==> config.mk <==
export PLATFORM = sky130hd
export DESIGN_NAME = fsm_key_tx
export DESIGN_NICKNAME = d
export VERILOG_FILES = /design/src/rtl/fsm_key_tx.sv
export SDC_FILE = /design/constraint.sdc
export NUM_CORES = 1
export LEC_CHECK = 0
export CAP_MARGIN = 20
export CORE_ASPECT_RATIO = 0.5
export CORE_UTILIZATION = 45
export DETAILED_ROUTE_END_ITERATION = 8
export GPL_ROUTABILITY_DRIVEN = 0
export HOLD_SLACK_MARGIN = 0.15
export PLACE_DENSITY = 0.65
export SYNTH_ARGS = -nofsm -noshare
export SYNTH_HDL_FRONTEND = slang
export SYNTH_SLANG_ARGS = --single-unit
export TNS_END_PERCENT = 100
==> constraint.sdc <==
create_clock -name clk -period 3.5 [get_ports clk]
set_input_delay 0.525 -clock clk [delete_from_list [all_inputs] [get_ports clk]]
set_output_delay 0.525 -clock clk [all_outputs]
set_load 0.05 [all_outputs]
==> src/rtl/fsm_key_tx.sv <==
// Transmit side of the byte-stream unlock protocol: streams K[i]^i for i = 0..LEN-1
// over a valid/ready handshake, with start/abort control from a boot or test controller.
module fsm_key_tx #(
  parameter int LEN = 59
) (
  input  logic       clk,
  input  logic       rst_n,
  input  logic       start,
  input  logic       abort,
  input  logic       ready,
  output logic [7:0] dout,
  output logic       valid,
  output logic       busy,
  output logic       done,
  output logic [7:0] idx
);

  localparam logic [7:0] LAST  = 8'(LEN - 1);
  localparam logic [7:0] LEN_B = 8'(LEN);

  typedef enum logic {IDLE, SEND} state_t;
  state_t state;

  function automatic logic [7:0] key_mask(input logic [7:0] i);
    case (i)
      8'd0:  key_mask = 8'h6A;  8'd1:  key_mask = 8'h74;  8'd2:  key_mask = 8'h71;
      8'd3:  key_mask = 8'h77;  8'd4:  key_mask = 8'h47;  8'd5:  key_mask = 8'h51;
      8'd6:  key_mask = 8'h40;  8'd7:  key_mask = 8'h7C;  8'd8:  key_mask = 8'h5B;
      8'd9:  key_mask = 8'h70;  8'd10: key_mask = 8'h79;  8'd11: key_mask = 8'h7F;
      8'd12: key_mask = 8'h69;  8'd13: key_mask = 8'h60;  8'd14: key_mask = 8'h58;
      8'd15: key_mask = 8'h6A;  8'd16: key_mask = 8'h62;  8'd17: key_mask = 8'h78;
      8'd18: key_mask = 8'h7E;  8'd19: key_mask = 8'h7C;  8'd20: key_mask = 8'h73;
      8'd21: key_mask = 8'h4A;  8'd22: key_mask = 8'h7F;  8'd23: key_mask = 8'h64;
      8'd24: key_mask = 8'h47;  8'd25: key_mask = 8'h73;  8'd26: key_mask = 8'h6F;
      8'd27: key_mask = 8'h68;  8'd28: key_mask = 8'h68;  8'd29: key_mask = 8'h42;
      8'd30: key_mask = 8'h5D;  8'd31: key_mask = 8'h40;  8'd32: key_mask = 8'h57;
      8'd33: key_mask = 8'h48;  8'd34: key_mask = 8'h56;  8'd35: key_mask = 8'h4B;
      8'd36: key_mask = 8'h7B;  8'd37: key_mask = 8'h43;  8'd38: key_mask = 8'h47;
      8'd39: key_mask = 8'h49;  8'd40: key_mask = 8'h4B;  8'd41: key_mask = 8'h50;
      8'd42: key_mask = 8'h75;  8'd43: key_mask = 8'h45;  8'd44: key_mask = 8'h43;
      8'd45: key_mask = 8'h59;  8'd46: key_mask = 8'h4F;  8'd47: key_mask = 8'h5B;
      8'd48: key_mask = 8'h59;  8'd49: key_mask = 8'h5E;  8'd50: key_mask = 8'h5C;
      8'd51: key_mask = 8'h6C;  8'd52: key_mask = 8'h46;  8'd53: key_mask = 8'h5C;
      8'd54: key_mask = 8'h51;  8'd55: key_mask = 8'h5F;  8'd56: key_mask = 8'h4C;
      8'd57: key_mask = 8'h06;  8'd58: key_mask = 8'h47;
      default: key_mask = 8'h00;
    endcase
  endfunction

  function automatic logic [7:0] key_byte(input logic [7:0] i);
    key_byte = key_mask(i) ^ i;
  endfunction

  always_ff @(posedge clk or negedge rst_n) begin
    if (!rst_n) begin
      state <= IDLE;
      dout  <= 8'h00;
      valid <= 1'b0;
      busy  <= 1'b0;
      done  <= 1'b0;
      idx   <= 8'd0;
    end else begin
      done <= 1'b0;
      case (state)
        IDLE: begin
          // abort in IDLE does nothing except suppress a same-cycle start
          if (start && !abort) begin
            state <= SEND;
            idx   <= 8'd0;
            dout  <= key_byte(8'd0);
            valid <= 1'b1;
            busy  <= 1'b1;
          end
        end
        SEND: begin
          if (abort) begin
            state <= IDLE;
            dout  <= 8'h00;
            valid <= 1'b0;
            busy  <= 1'b0;
            idx   <= 8'd0;
          end else if (valid && ready) begin
            if (idx == LAST) begin
              state <= IDLE;
              dout  <= 8'h00;
              valid <= 1'b0;
              busy  <= 1'b0;
              idx   <= LEN_B;
              done  <= 1'b1;
            end else begin
              idx  <= idx + 8'd1;
              dout <= key_byte(idx + 8'd1);
            end
          end
        end
        default: state <= IDLE;
      endcase
    end
  end

endmodule

==> results by group, run 1 <==
GRT
  • Vias in the first global route: 2271
  • Grt total ovfl: 0
  • Total GRT Usage: 27.6%
  • Largest net degree at the start of global routing: 34
  • Initial antenna violation count: 0
  • Global-route wire length before repair: 12100 µm

Worst setup path
  • Slowest Stage Delay on Critical Path: 0.56 ns
  • Crit path DAT: 2.94 ns
  • Critical path class: reg2reg
  • Worst path slowest cell: ha_1
  • Critical Path Sink Type: flop
  • Crit path required time: 3.64 ns
  • Crit start category: flop
  • Critical-path cell list: buf_4 -> inv_1 -> ha_1 -> o21ai_0 -> o211a_1 -> o22ai_1 -> o22ai_1 -> a221o_1 -> xnor2_1 -> o21ai_1
  • CP top delay family: compound AO/OA/AOI/OAI gates
  • Critical path buffers and inverters: 2
  • Cell mode on critical path: o22ai_1
  • Worst Path Max Fanout: 29

Cells and area
  • Finished Core Util: 53.6%
  • Share of cells above drive strength 1: 12.4%
  • ANT cells: 0
  • Net count, final: 335
  • Area Growth Syn to Fin: 11.8%

Yosys
  • Yosys cell types: 77
  • Cell area after synthesis: 2420 µm²
  • Top-area cell type share of the netlist area: 18.6%
  • Compound-Gate Fraction of Synth Area: 33.6%
  • Syn_nets: 328
  • Yosys warnings: 0
  • Largest family of logic cells by synthesized area: compound AO/OA/AOI/OAI gates
  • Asr flop ratio synth: 100%
  • Adder-cell area share of the yosys netlist: 4.45%
  • Number of flops mapped to enable cells by yosys: 0
  • Syn_area_per_cell: 7.65 µm²
  • Synthesized instance count: 316
  • Synth Area in Simple Gates: 23.7%
  • Flops & latches, synth: 18
  • Xor/xnor share of the synthesized area: 5.59%
  • Largest cells by area after synthesis: dfrtp_1 19%, o21ai_0 5.6%, a21oi_1 5.4%, mux2i_1 4.6%, nor2_1 4.0%
  • Sequential-to-total area share from yosys stat: 18.6%
  • Area leader, netlist: dfrtp_1
  • Primary FF master, synth: dfrtp_1
  • Mux cell area share after synthesis: 5.02%

Floorplanning
  • # IOs: 24
  • Starting density of the core: 47.9%
  • Std cell rows: 18
  • Core Box Area: 5040 µm²
  • Die height: 53.8 µm
  • Die width: 106 µm
  • Die ar.: 5690 µm²

Drt
  • WL/cell: 19.0 µm
  • Avg Vias per Cell: 6.51
  • Remaining antenna violation count after routing: 0
  • Drt pass-1 iters: 5
  • Final wirelength: 7440 µm
  • Initial drt markers: 195
  • Vias: 2551
  • # DRC: 0

STA
  • Slew @ Worst Pin: 0.820 ns
  • Final Hold Fails: 0
  • Max-slew violation count: 0
  • Worst Skew: 0.00654 ns
  • Max Clk Rate: 357 MHz
  • Hold_ws: 0.502 ns
  • Final Critical Period: 2.80 ns
  • Ratio of final minimum period to clock period: 80.0%
  • Final setup vio count: 0
  • Setup TNS: 0 ns
  • Slew HR: 45.1%
  • RSZ-0062 raised after global routing: false

Power
  • Switching Fraction: 40.8%
  • Gate power share: 42.3%
  • Internal power: 0.434 mW
  • Seq pwr share: 33.8%
  • Clk pwr share: 23.9%
  • Maximum VDD drop: 0.309 mV
  • Pwr dens: 271 nW/µm²
  • Leakage: 1.01 nW
  • NetSw: 0.299 mW

Clock tree
  • Worst-path clk slew: 0.07 ns
  • CTS root buffer: clkbuf_8
  • Clk_lat worst skew: 0.26 ns
  • H-tree lvl count: 1
  • Sink Count: 18
  • CTS Buffer Depth: 2
  • Post_cts resized: 0
  • Clock buffer count from CTS: 3
  • CTS Hold Bufs: 0
  • TritonCTS clock tree: done
  • Post-CTS setup repair buffer count: 0

Placement
  • Post-DP HPWL: 5150 µm
  • Number of buffers inserted by port buffering: 23

Job
  • Max-Cap Viols: 0

Worst hold path
  • Worst min path class: reg2reg

Run status
  • Status: finished, final reports clean
per-stage QoR:
step                power, mW  worst slack (ns)  std cells  instance area [µm²]
floorplan               0.455             0.656        316                 2420
global placement        0.555             0.766        388                 2650
detailed placement      0.555             0.796        388                 2650
CTS                     0.731             0.777        392                 2700
global route            0.768             0.593        392                 2700
finish                  0.733             0.701        392                 2700
layer usage:
metal	track usage, %	routed length (µm)	vias up	share of wire, %
met1	40.2	3670	1191	49
met2	41.8	3030	148	41
met4	11.3	138	0	1.9
li1	-	-	1199	-
met3	3.03	606	13	8.1
met5	0	0	-	0
power groups by stage:
| stage | sequential, mW | combinational (mW) | clock, mW |
|---|---|---|---|
| floorplan | 0.321 | 0.134 | 0 |
| CTS | 0.247 | 0.307 | 0.177 |
| global route | 0.250 | 0.332 | 0.185 |
| global placement | 0.250 | 0.305 | 0 |
| finish | 0.247 | 0.310 | 0.175 |
| detailed placement | 0.250 | 0.305 | 0 |
placed cells by master, fill, tap and decap left out, types with 5 or more instances in the layout:
cell type	n
o21ai_0	27
nor2_1	26
a21oi_1	26
clkdlybuf4s50_1	23
nand2_1	19
dfrtp_1	18
buf_4	14
mux2i_1	11
a31oi_1	10
nor3_1	9
nand2b_1	8
ha_1	7
inv_1	6
xnor2_1	6
nand3_1	5
worst paths after layout:
check / start / to / slack [ns] / cells after the start
min in group asynchronous: rst_n / done$_DFF_PN0_ / 0.73 / 1
setup reg to reg: idx[1]$_DFFE_PN0P_ / dout[2]$_DFFE_PN0P_ / 0.70 / 10
setup / recovery: idx[1]$_DFFE_PN0P_ / dout[2]$_DFFE_PN0P_ / 0.70 / 10
max in group asynchronous: rst_n / dout[0]$_DFFE_PN0P_ / 2.25 / 1
hold reg to reg: dout[2]$_DFFE_PN0P_ / dout[2]$_DFFE_PN0P_ / 0.50 / 2
hold / removal: dout[2]$_DFFE_PN0P_ / dout[2]$_DFFE_PN0P_ / 0.50 / 2
worst reg2reg max path, delay by kind of cell, from the launching register on:
family / cells / cell delay (ns)
flops: 1 / 0.35
compound gates: 6 / 0.99
buf+inv: 2 / 0.49
fa+ha+maj: 1 / 0.56
xor+xnor: 1 / 0.30
cell usage after synthesis, types with 2 or more instances:
cell	count
a21boi_0	2
nand3_1	5
a211o_1	3
nand3b_1	4
nor2_1	26
nor4_1	3
nand3_2	2
nor2b_1	2
nand2_1	19
nand4b_1	3
o22ai_1	4
a21oi_1	26
o311ai_0	3
dfrtp_1	18
nand2b_1	8
buf_6	2
maj3_1	2
buf_2	16
clkbuf_1	9
o31ai_1	4
o21ai_1	3
a31oi_1	10
o21ai_0	27
or2_2	3
a211oi_1	3
buf_4	7
inv_1	6
xor2_1	2
ha_1	7
a21o_1	2
xnor2_1	6
nor3_1	9
o32ai_1	3
xnor2_2	3
o221ai_1	4
a2111o_1	2
and2_1	3
mux2i_1	11
a221oi_1	2
a22oi_1	2
o211ai_1	4
state kept, by name (all words and copies together) (netlist names):
name	flops
idx	7
done	1
busy	1
state	1
dout	8
cell families after synthesis:
group,after synthesis
xor+xnor,12
buf+inv,42
flops,18
compound gates,121
mux,12
simple gates,102
fa+ha+maj,9
layout make-up:
type / instances / area (µm²)
Clock buffer: 4 / 55.1
Sequential cell: 18 / 450
Fill cell: 484 / 2340
Multi-Input combinational cell: 256 / 1750
Timing Repair Buffer: 37 / 335
Inverter: 7 / 26.3
Tap cell: 70 / 87.6
(Power assumes the default switching activity.)
==> inputs of run 2 (changes only) <==
Settings changed: PLACE_DENSITY 0.65 to 0.68.
Clock period 3.5 ns to 2.5 ns, I/O delays scaled along.
==> results by group, run 2 (synthesis results as in run 1) <==
Run status
  • Status: finished, final reports clean

Cells and area
  • Design Area, Final: 2890 µm² (+6.8%)
  • Regs by FF count: dout (8), idx (7)
  • Area Growth Syn to Fin: 19.4%
  • Commonest non-fill, non-tap cell in the layout: buf_4
  • Net count, final: 351 (+4.8%)
  • ANT cells: 0 (unchanged)
  • Biggest register: dout
  • Fillers: 462 (-4.5%)
  • Max reg flops: 8 (unchanged)
  • Share of cells above drive strength 1: 20.2% (+7.8 points)
  • Finished Core Util: 57.2% (+3.6 points)
  • Most frequent cells in the layout: 28 x buf_4, 27 x o21ai_0, 25 x a21oi_1, 24 x nor2_1, 20 x clkdlybuf4s50_1

Worst setup path
  • Crit start category: flop
  • Slowest Stage Delay on Critical Path: 0.47 ns (-0.09 ns)
  • Reg2reg setup slack: 0.07 ns (-0.63 ns)
  • R2r endpoint: dout[4]$_DFFE_PN0P_
  • Critical R2R Launch: idx[0]$_DFFE_PN0P_
  • Critical-path cell list: ha_2 -> buf_12 -> or2_2 -> and3_1 -> a21oi_1 -> a21oi_1 -> o21ai_0 -> a2111o_1 -> o311ai_1
  • Critical Path Sink Type: flop
  • Crit path required time: 2.63 ns (-1.01 ns)
  • Worst Path Max Fanout: 26 (-10%)
  • CP Depth: 9 (-1)
  • Crit path DAT: 2.56 ns (-0.38 ns)
  • CP top delay family: compound AO/OA/AOI/OAI gates
  • Critical path buffers and inverters: 1 (-1)
  • Worst path slowest cell: dfrtp_2
  • Critical path class: reg2reg
  • Worst-case reg-to-reg path depth: 9 (-1)
  • Cell mode on critical path: a21oi_1

Clock tree
  • TritonCTS clock tree: done
  • CTS Hold Bufs: 0 (unchanged)
  • Sink Count: 18 (unchanged)
  • Worst-path clk slew: 0.07 ns (about the same)
  • Clock buffer count from CTS: 3 (unchanged)
  • Clk_lat worst skew: 0.26 ns (about the same)
  • H-tree lvl count: 1 (unchanged)
  • CTS root buffer: clkbuf_8
  • CTS Buffer Depth: 2 (unchanged)

GRT
  • Largest net degree at the start of global routing: 34 (unchanged)
  • Grt total ovfl: 0 (unchanged)
  • Global-route wire length before repair: 12500 µm (+3.7%)
  • Vias in the first global route: 2339 (+3.0%)
  • Initial antenna violation count: 0 (unchanged)
  • Total GRT Usage: 28.3% (+0.73 points)

Worst hold path
  • Worst min path class: in2async

Drt
  • DR top layer: met4
  • Avg Vias per Cell: 6.53 (+0.35%)
  • Vias: 2658 (+4.2%)
  • Met1 Routed Length: 3520 µm (-4.1%)
  • WL/cell: 19.0 µm (-0.17%)
  • Remaining antenna violation count after routing: 0 (unchanged)
  • Drt pass-1 iters: 5 (unchanged)
  • Metal2 WL: 3390 µm (+12%)
  • Initial drt markers: 342 (+75%)
  • Met3 wire len: 725 µm (+20%)
  • Final wirelength: 7710 µm (+3.7%)
  • # DRC: 0 (unchanged)

STA
  • Slew @ Worst Pin: 0.538 ns (-0.282 ns)
  • Max-slew violation count: 0 (unchanged)
  • Ratio of final minimum period to clock period: 97.2% (+17 points)
  • Final Critical Period: 2.43 ns (-0.369 ns)
  • Final Hold Fails: 0 (unchanged)
  • Hold_ws: 0.460 ns (-0.0423 ns)
  • Slew HR: 63.9% (+19 points)
  • Final setup vio count: 0 (unchanged)
  • Setup TNS: 0 ns (unchanged)
  • Max Clk Rate: 412 MHz (+15%)
  • RSZ-0062 raised after global routing: true
  • Worst Skew: 0.00631 ns (-0.000232 ns)

Floorplanning
  • Std cell rows: 18 (unchanged)
  • Die width: 106 µm (unchanged)
  • # IOs: 24 (unchanged)
  • Core Box Area: 5040 µm² (unchanged)
  • Die height: 53.8 µm (unchanged)
  • Die ar.: 5690 µm² (unchanged)
  • Starting density of the core: 47.9% (unchanged)

Power
  • Clk pwr share: 20.8% (-3.1 points)
  • Switching Fraction: 41.2% (+0.41 points)
  • Leakage: 1.10 nW (+9.2%)
  • Gate power share: 44.4% (+2.1 points)
  • Maximum VDD drop: 0.368 mV (+19%)
  • NetSw: 0.415 mW (+39%)
  • Pwr dens: 349 nW/µm² (+29%)
  • Internal power: 0.592 mW (+36%)
  • Seq pwr share: 34.7% (+0.9 points)
  • Power, Total: 1.01 mW (+37%)

Job
  • Max-Cap Viols: 0 (unchanged)

Placement
  • Number of buffers inserted by port buffering: 23 (unchanged)
  • Post-DP HPWL: 5600 µm (+8.9%)
  • Placed inst area: 2810 µm² (+6.0%)
[run 2: worst max-delay path by stage]
stage	startpoint	endpoint	slack (ns)
2_1_floorplan	idx[1]$_DFFE_PN0P_	dout[2]$_DFFE_PN0P_	-0.01
3_3_place_gp	idx[0]$_DFFE_PN0P_	dout[2]$_DFFE_PN0P_	0.10
3_5_place_dp	idx[0]$_DFFE_PN0P_	dout[5]$_DFFE_PN0P_	0.07
4_1_cts	idx[0]$_DFFE_PN0P_	dout[5]$_DFFE_PN0P_	0.05
5_1_grt	idx[0]$_DFFE_PN0P_	dout[5]$_DFFE_PN0P_	-0.02
6_report	idx[0]$_DFFE_PN0P_	dout[4]$_DFFE_PN0P_	0.07
[run 2: metrics by stage]
| step | setup WS (ns) | cells |
|---|---|---|
| 4_1_cts | 0.0515 | 405 |
| 3_3_place_gp | 0.100 | 402 |
| 3_5_place_dp | 0.0677 | 402 |
| 6_report | 0.0702 | 407 |
| 5_1_grt | -0.0222 | 407 |
| 2_1_floorplan | -0.00989 | 316 |
[run 2: what timing repair did]
item	CTS	global route
setup endpoints to repair	0	6
gates resized for setup	0	7
buffers inserted	0	1
[run 2: power groups by stage]
stage / sequential, mW / clock (mW) / combinational (mW)
finish: 0.350 / 0.210 / 0.448
global route: 0.354 / 0.220 / 0.477
CTS: 0.350 / 0.209 / 0.440
detailed placement: 0.356 / 0 / 0.438
global placement: 0.353 / 0 / 0.436
floorplan: 0.451 / 0 / 0.191
[run 2: cell type report]
type	instances	area [µm²]	share of cell area, %
Clock buffer	3	41.3	1.43
Inverter	7	26.3	0.910
Multi-Input combinational cell	257	1790	61.9
Sequential cell	18	453	15.7
Tap cell	70	87.6	3.03
Timing Repair Buffer	52	490	17.0
[run 2: worst reg2reg max path: stages (launching register included)]
cell and delay, ns:
dfrtp_2 0.47, ha_2 0.26, buf_12 0.17, or2_2 0.36
and3_1 0.20, a21oi_1 0.14, a21oi_1 0.05, o21ai_0 0.34
a2111o_1 0.22, o311ai_1 0.09
[run 2: metal layers]
layer | global-route usage, % | up-vias
li1 | - | 1237
met1 | 40.8 | 1257
met2 | 46.4 | 158
met3 | 2.06 | 6
met4 | 7.41 | 0
met5 | 0 | -
==> inputs of run 3 (changes only) <==
Settings changed: CELL_PAD_IN_SITES_DETAIL_PLACEMENT from default to 1, CELL_PAD_IN_SITES_GLOBAL_PLACEMENT from default to 1, CORE_UTILIZATION 45 to 39, PLACE_DENSITY 0.68 to default, PLACE_DENSITY_LB_ADDON from default to 0.1.
==> results by group, run 3 (synthesis results as in run 1) <==
Drt
  • Final wirelength: 9730 µm (+26%)
  • Met3 wire len: 875 µm (+21%)
  • WL/cell: 22.3 µm (+18%)
  • Avg Vias per Cell: 6.31 (-3.4%)
  • Remaining antenna violation count after routing: 0 (unchanged)
  • Metal2 WL: 4200 µm (+24%)
  • DR top layer: met4
  • Drt pass-1 iters: 5 (unchanged)
  • Met1 Routed Length: 4500 µm (+28%)
  • Vias: 2757 (+3.7%)
  • Initial drt markers: 273 (-20%)
  • # DRC: 0 (unchanged)

Cells and area
  • Most frequent cells in the layout: 43 x buf_4, 26 x nor2_1, 25 x a21oi_1, 25 x o21ai_0, 20 x clkdlybuf4s50_1
  • ANT cells: 0 (unchanged)
  • Area Growth Syn to Fin: 28.8%
  • Share of cells above drive strength 1: 25.2% (+5.0 points)
  • Max reg flops: 8 (unchanged)
  • Biggest register: dout
  • Design Area, Final: 3110 µm² (+7.8%)
  • Fillers: 685 (+48%)
  • Net count, final: 366 (+4.3%)
  • Regs by FF count: dout (8), idx (7)
  • Reg area: 454 µm² (+0.28%)
  • Commonest non-fill, non-tap cell in the layout: buf_4
  • Multi-input gate area: 1820 µm² (+1.8%)

GRT
  • Largest net degree at the start of global routing: 30 (-12%)
  • Grt total ovfl: 0 (unchanged)
  • Global-route wire length before repair: 15500 µm (+24%)
  • Vias in the first global route: 2713 (+16%)
  • Initial antenna violation count: 0 (unchanged)
  • Total GRT Usage: 31.2% (+2.9 points)

Floorplanning
  • Die width: 113 µm (+7.3%)
  • # IOs: 24 (unchanged)
  • Std cell rows: 19 (+1)
  • Starting density of the core: 42.2% (-5.7 points)
  • Die ar.: 6540 µm² (+15%)
  • Die height: 57.7 µm (+7.1%)
  • Core Box Area: 5730 µm² (+14%)

Placement
  • Post-DP HPWL: 7100 µm (+27%)
  • Number of buffers inserted by port buffering: 23 (unchanged)
  • Dpl ws: -0.0299 ns (-0.0976 ns)
  • Placed inst area: 2940 µm² (+4.6%)

Clock tree
  • CTS root buffer: clkbuf_16
  • Clk_lat worst skew: 0.26 ns (about the same)
  • CTS Buffer Depth: 2 (unchanged)
  • CTS Hold Bufs: 0 (unchanged)
  • Clock buffer count from CTS: 3 (unchanged)
  • H-tree lvl count: 1 (unchanged)
  • Worst-path clk slew: 0.06 ns (about the same)
  • Sink Count: 18 (unchanged)
  • TritonCTS clock tree: done

STA
  • Slew @ Worst Pin: 0.570 ns (+0.0317 ns)
  • Setup TNS: 0 ns (unchanged)
  • Setup slack after layout: 0.0629 ns (-0.00730 ns)
  • Final setup vio count: 0 (unchanged)
  • Worst Skew: 0.00995 ns (+0.00364 ns)
  • Final Critical Period: 2.44 ns (+0.00730 ns)
  • RSZ-0062 raised after global routing: false
  • Max-slew violation count: 0 (unchanged)
  • Final Hold Fails: 0 (unchanged)
  • Ratio of final minimum period to clock period: 97.5% (+0.29 points)
  • Max Clk Rate: 410 MHz (-0.30%)
  • Slew HR: 62.0% (-1.9 points)

Worst setup path
  • Critical R2R Launch: idx[0]$_DFFE_PN0P_
  • Worst-case reg-to-reg path depth: 11 (+2)
  • Crit path DAT: 2.57 ns (about the same)
  • Slowest Stage Delay on Critical Path: 0.43 ns (-0.04 ns)
  • Critical-path cell list: ha_1 -> buf_12 -> buf_4 -> nor4b_2 -> a31oi_2 -> nand3_1 -> o32ai_1 -> buf_4 -> nor4_2 -> mux2i_1 -> nand2_1
  • Worst Path Max Fanout: 21 (-19%)
  • Worst path slowest cell: dfrtp_2
  • Critical path class: reg2reg
  • Reg2reg setup slack: 0.06 ns (about the same)
  • R2r endpoint: dout[1]$_DFFE_PN0P_
  • Cell mode on critical path: buf_4
  • Crit start category: flop
  • Critical Path Sink Type: flop
  • CP top delay family: buffers and inverters
  • Critical path buffers and inverters: 3 (+2)
  • Crit path required time: 2.64 ns (about the same)

Power
  • Leakage: 1.20 nW (+8.5%)
  • Pwr dens: 390 nW/µm² (+12%)
  • Maximum VDD drop: 0.238 mV (-35%)

Run status
  • Status: finished, final reports clean

Job
  • Max-Cap Viols: 0 (unchanged)

Worst hold path
  • Worst min path class: in2async
run 3: worst register-to-register path: cells and delay by family (launching register included):
family / cells / cell delay, ns
buffers and inverters: 3 / 0.55
flip-flops: 1 / 0.43
AO/OA/AOI/OAI: 2 / 0.51
multiplexers: 1 / 0.15
AND/OR/NAND/NOR: 4 / 0.42
adder cells (fa/ha/maj): 1 / 0.25
run 3: metrics by stage:
step           power [mW]  utilization (%)  hold slack (ns)  cells
5_1_grt              1.26             54.3            0.486    437
3_3_place_gp        0.812             51.2            0.479    431
3_5_place_dp        0.825             51.2            0.480    431
4_1_cts              1.20             52.8            0.471    435
6_report             1.21             54.3            0.458    437
2_1_floorplan       0.642                -           0.0794    316
run 3: repair_timing:
action                                  4_1_cts  5_1_grt
resized for setup                             1       15
pin swaps                                     0        1
gates cloned                                  0        0
endpoints found under the setup margin        1        7
buffers inserted                              0        2
hold endpoints to repair                      0        0
run 3: how the worst max path moves through the flow:
stage	startpoint	to	slack [ns]	cells after the start
after floorplan	idx[1]$_DFFE_PN0P_	dout[2]$_DFFE_PN0P_	-0.01	12
after global placement	idx[0]$_DFFE_PN0P_	dout[1]$_DFFE_PN0P_	0.04	10
after detailed placement	idx[0]$_DFFE_PN0P_	dout[1]$_DFFE_PN0P_	-0.03	10
after CTS	idx[1]$_DFFE_PN0P_	dout[1]$_DFFE_PN0P_	0.01	11
after global routing	idx[0]$_DFFE_PN0P_	dout[2]$_DFFE_PN0P_	0.008	10
final	idx[0]$_DFFE_PN0P_	dout[1]$_DFFE_PN0P_	0.06	11
run 3: layout make-up:
type                       instances  share of cell area, %
timing repair buffer              68                   19.7
tap                               84                   3.38
clock buffer                       4                   2.85
inverter                           7                  0.965
sequential                        18                   14.6
multi-input combinational        256                   58.5
run 3: metal layers:
metal / vias to the layer above / GRT usage (%)
met5: - / 0
met4: 0 / 6.58
met3: 19 / 4.81
met2: 134 / 48.4
met1: 1348 / 46.1
li1: 1256 / -
run 3: power by group:
group	leakage, nW	internal, mW	total, mW	switching [mW]
Sequential	0.232	0.322	0.349	0.0268
Combinational	0.920	0.172	0.487	0.314
Clock	0.0442	0.245	0.379	0.134
Total	1.20	0.740	1.21	0.475
==> patch 1: new RTL, config.mk and constraints of run 1 <==
One comparison of `idx` changes from == to >=.
--- a/src/rtl/fsm_key_tx.sv
+++ b/src/rtl/fsm_key_tx.sv
@@ -81,5 +81,5 @@
             idx   <= 8'd0;
           end else if (valid && ready) begin
-            if (idx == LAST) begin
+            if (idx >= LAST) begin
               state <= IDLE;
               dout  <= 8'h00;
Behaviour: no difference found for any inputs over 10 cycles, from zero or initial values and one cycle with rst_n low; that may be too few to reach the edited logic, so the function may still have changed.
==> patch 1 against run 1 <==
- setup slack got worse by 0.24 ns
- sequential cell count did not move
- largest power group unchanged
- critical path type unchanged
- total power fell by 10%
- design area fell by 17%
- wire length fell by 23%
- count of clock-buffer cells in the layout did not move
- area after synthesis fell by 22%
==> patch 1: results (changes against run 1) <==
GRT met2 Usage=0.4162 (-0.002124); Sw Share=0.3729 (-0.03477); largest net degree at the start of global routing=24 (-29%); sequential fraction of the synthesis area=0.2392 (+0.05287); Post-DP Area=2195 µm² (-17%); met3 wire length=657 µm (+8.4%); gr usage total=0.2693 (-0.006547); DRT Wirelength=5756 µm (-23%); # nets final=286 (-15%); #MultiIn Comb=201 (-21%); VDD IR-drop max=265.6 µV (-14%); Yosys cell types=60 (-22%); Layout Cells excl Fill=325 (-17%); run status=completed; CP startpoint=idx[2]; Top delay family on crit path=XOR/XNOR gates; LEAKAGE=0.8739 nW (-13%); vias in the first global route=1760 (-23%); placed insts=321 (-17%); Slowest cell on crit path=xnor2_1; M3 GR Usage=0.05873 (+0.02846); inverters=10 (+3); area delta synth->final=19.47%; Layout Skew=0.004004 ns (-0.002539 ns); slowest stage delay, CP=0.91 ns (+0.35 ns)
[patch 1: cell types whose count changed after synthesis, moves of 4 or more]
| cell | delta |
|---|---|
| buf_2 | -12 |
| a21oi_1 | -12 |
| nor3_1 | -4 |
| mux2i_1 | -7 |
| a31oi_1 | -4 |
| clkbuf_1 | +7 |
| nand3_1 | +10 |
| buf_4 | -5 |
[patch 1: cell families (layout without fill, tap and decap cells)]
group / count (synthesis) / count (layout) / share of synthesized area
AO/OA/AOI/OAI: 92 / 92 / 0.3296
flip-flops: 18 / 18 / 0.2392
XOR/XNOR: 11 / 11 / 0.05516
multiplexers: 5 / 5 / 0.02724
adder cells (fa/ha/maj): 9 / 9 / 0.05980
buffers and inverters: 33 / 52 / 0.07242
AND/OR/NAND/NOR: 84 / 84 / 0.2166
[patch 1: power by group through the flow]
| stage | Clock (mW) | Combinational (mW) | Sequential, mW |
|---|---|---|---|
| 2_1_floorplan | 0 | 0.108 | 0.300 |
| 3_3_place_gp | 0 | 0.248 | 0.241 |
| 3_5_place_dp | 0 | 0.249 | 0.241 |
| 4_1_cts | 0.174 | 0.251 | 0.237 |
| 5_1_grt | 0.180 | 0.270 | 0.240 |
| 6_report | 0.166 | 0.253 | 0.237 |
[patch 1: worst min-delay path by stage]
stage | from | to | slack (ns) | cells past startpoint
2_1_floorplan | rst_n | busy | 0.23 | 0
3_3_place_gp | dout[0] | dout[0] | 0.49 | 1
3_5_place_dp | dout[2] | dout[2] | 0.49 | 1
4_1_cts | dout[2] | dout[2] | 0.51 | 1
5_1_grt | dout[2] | dout[2] | 0.53 | 1
6_report | dout[2] | dout[2] | 0.51 | 1
==> patch 2: new RTL, settings of run 1 <==
Without the edit above. Change the parameter `LEN` from 59 to 44.
--- a/src/rtl/fsm_key_tx.sv
+++ b/src/rtl/fsm_key_tx.sv
@@ -2,5 +2,5 @@
 // over a valid/ready handshake, with start/abort control from a boot or test controller.
 module fsm_key_tx #(
-  parameter int LEN = 59
+  parameter int LEN = 44
 ) (
   input  logic       clk,
Function: same outputs for any inputs over 10 cycles, from zero or initial values and one cycle with rst_n low; that may be too few to reach the edited logic, so the function may still have changed.
==> patch 2 against run 1 <==
- fmax shrank 1.0%
- die area increased by 0.81%
- sequential share of layout area increased by 0.093 points
- setup slack worse by 0.029 ns
- area after synthesis increased by 0.83%
- critical path depth unchanged
- synthesized cell count increased by 1.9%
- clock power is 4% lower
- sequential power down 4%
- design area fell by 0.56%
- sequential cell count did not move
- total power shrank 8.7%
- wire length increased by 6.1%
==> patch 2: results (changes against run 1) <==
Buffers, non-clock=34 (-8.1%); Internal Power=0.4159 mW (-4.2%); Yosys cell types=72 (-6.5%); top cells by area, synth=dfrtp_1, a21oi_1, o21ai_0, xnor2_1, nand2_1; Layout Skew=0.002729 ns (-0.003814 ns); inverters=15 (+8); Seq Cell Count=18 (unchanged); first-pass GRT wire length=12160 µm (+0.63%); Layout Cells excl Fill=399 (+1.8%); Met2 Wirelength=3349 µm (+11%); number of fill cells in the layout=498 (+2.9%); post-synthesis xor/xnor area fraction=0.06109 (+0.005188); clock network area share=0.02048 (+0.0001138); vias in the first global route=2339 (+3.0%); fraction of area in non-clock buffers=0.1164 (-0.007687); LEAKAGE=0.9388 nW (-7.1%); pre-CTS WS=0.7490 ns (-0.04675 ns); M1 wire length=3561 µm (-3.0%); multi-input logic area=1724 µm² (-1.4%); vias post-DR=2618 (+2.6%); # nets final=342 (+2.1%); hold endpoint=dout[6]; met1 Use GR=0.3775 (-0.02423); WP data arrival=2.97 ns (+0.03 ns); synthesized area per cell=7.569 µm² (-1.1%); Slew headroom=0.4667 (+0.01523); Wirelength per Cell=19.79 µm (+4.2%); worst reg-to-reg setup slack=0.67 ns (-0.03 ns); hold path startpoint=dout[6]; gr usage total=0.2797 (+0.003846); Worst Setup EP=dout[0]; synth cell count leaders=a21oi_1, nand2_1, o21ai_0; post-synthesis mux area share=0.02721 (-0.02300); adder-cell share of the synthesized area=0.03593 (-0.008579); sequential fraction of the synthesis area=0.1848 (-0.001530); VDD IR-drop max=259.0 µV (-16%); Tmin final=2.828 ns (+0.02932 ns); HPWL after DPL=5636 µm (+9.5%); GRT met2 Usage=0.4466 (+0.02832); run status=completed; WHS Path Cells=1 (-1); Compound-Gate Fraction of Synth Area=0.3414 (+0.005454)
patch 2: changes by cell type in the layout (fill, tap and decap cells not counted), sizes merged, moves of 5 or more:
| cell | change |
|---|---|
| inv | +7 |
| mux2i | -7 |
| nand2 | +6 |
| nand3 | +5 |
| or3 | +5 |
| xnor2 | +5 |
patch 2: power groups by stage:
stage	Sequential (mW)	Clock (mW)	Combinational, mW
after floorplan	0.299	0	0.123
after CTS	0.238	0.172	0.259
after global placement	0.241	0	0.255
final	0.238	0.168	0.263
after global routing	0.240	0.182	0.280
after detailed placement	0.242	0	0.258
patch 2: cell families after synthesis:
logic type,Yosys count
and+or+nand+nor,107
xor gates and xnor gates,14
DFF,18
buffers and inverters,46
adders and majority gates,7
AOI/OAI and AO/OA,124
muxes,6
patch 2: stage by stage:
stage | power (mW) | area, µm²
2_1_floorplan | 0.4224 | 2437
3_3_place_gp | 0.4963 | 2633
3_5_place_dp | 0.4993 | 2633
4_1_cts | 0.6689 | 2688
5_1_grt | 0.7016 | 2688
6_report | 0.6693 | 2688
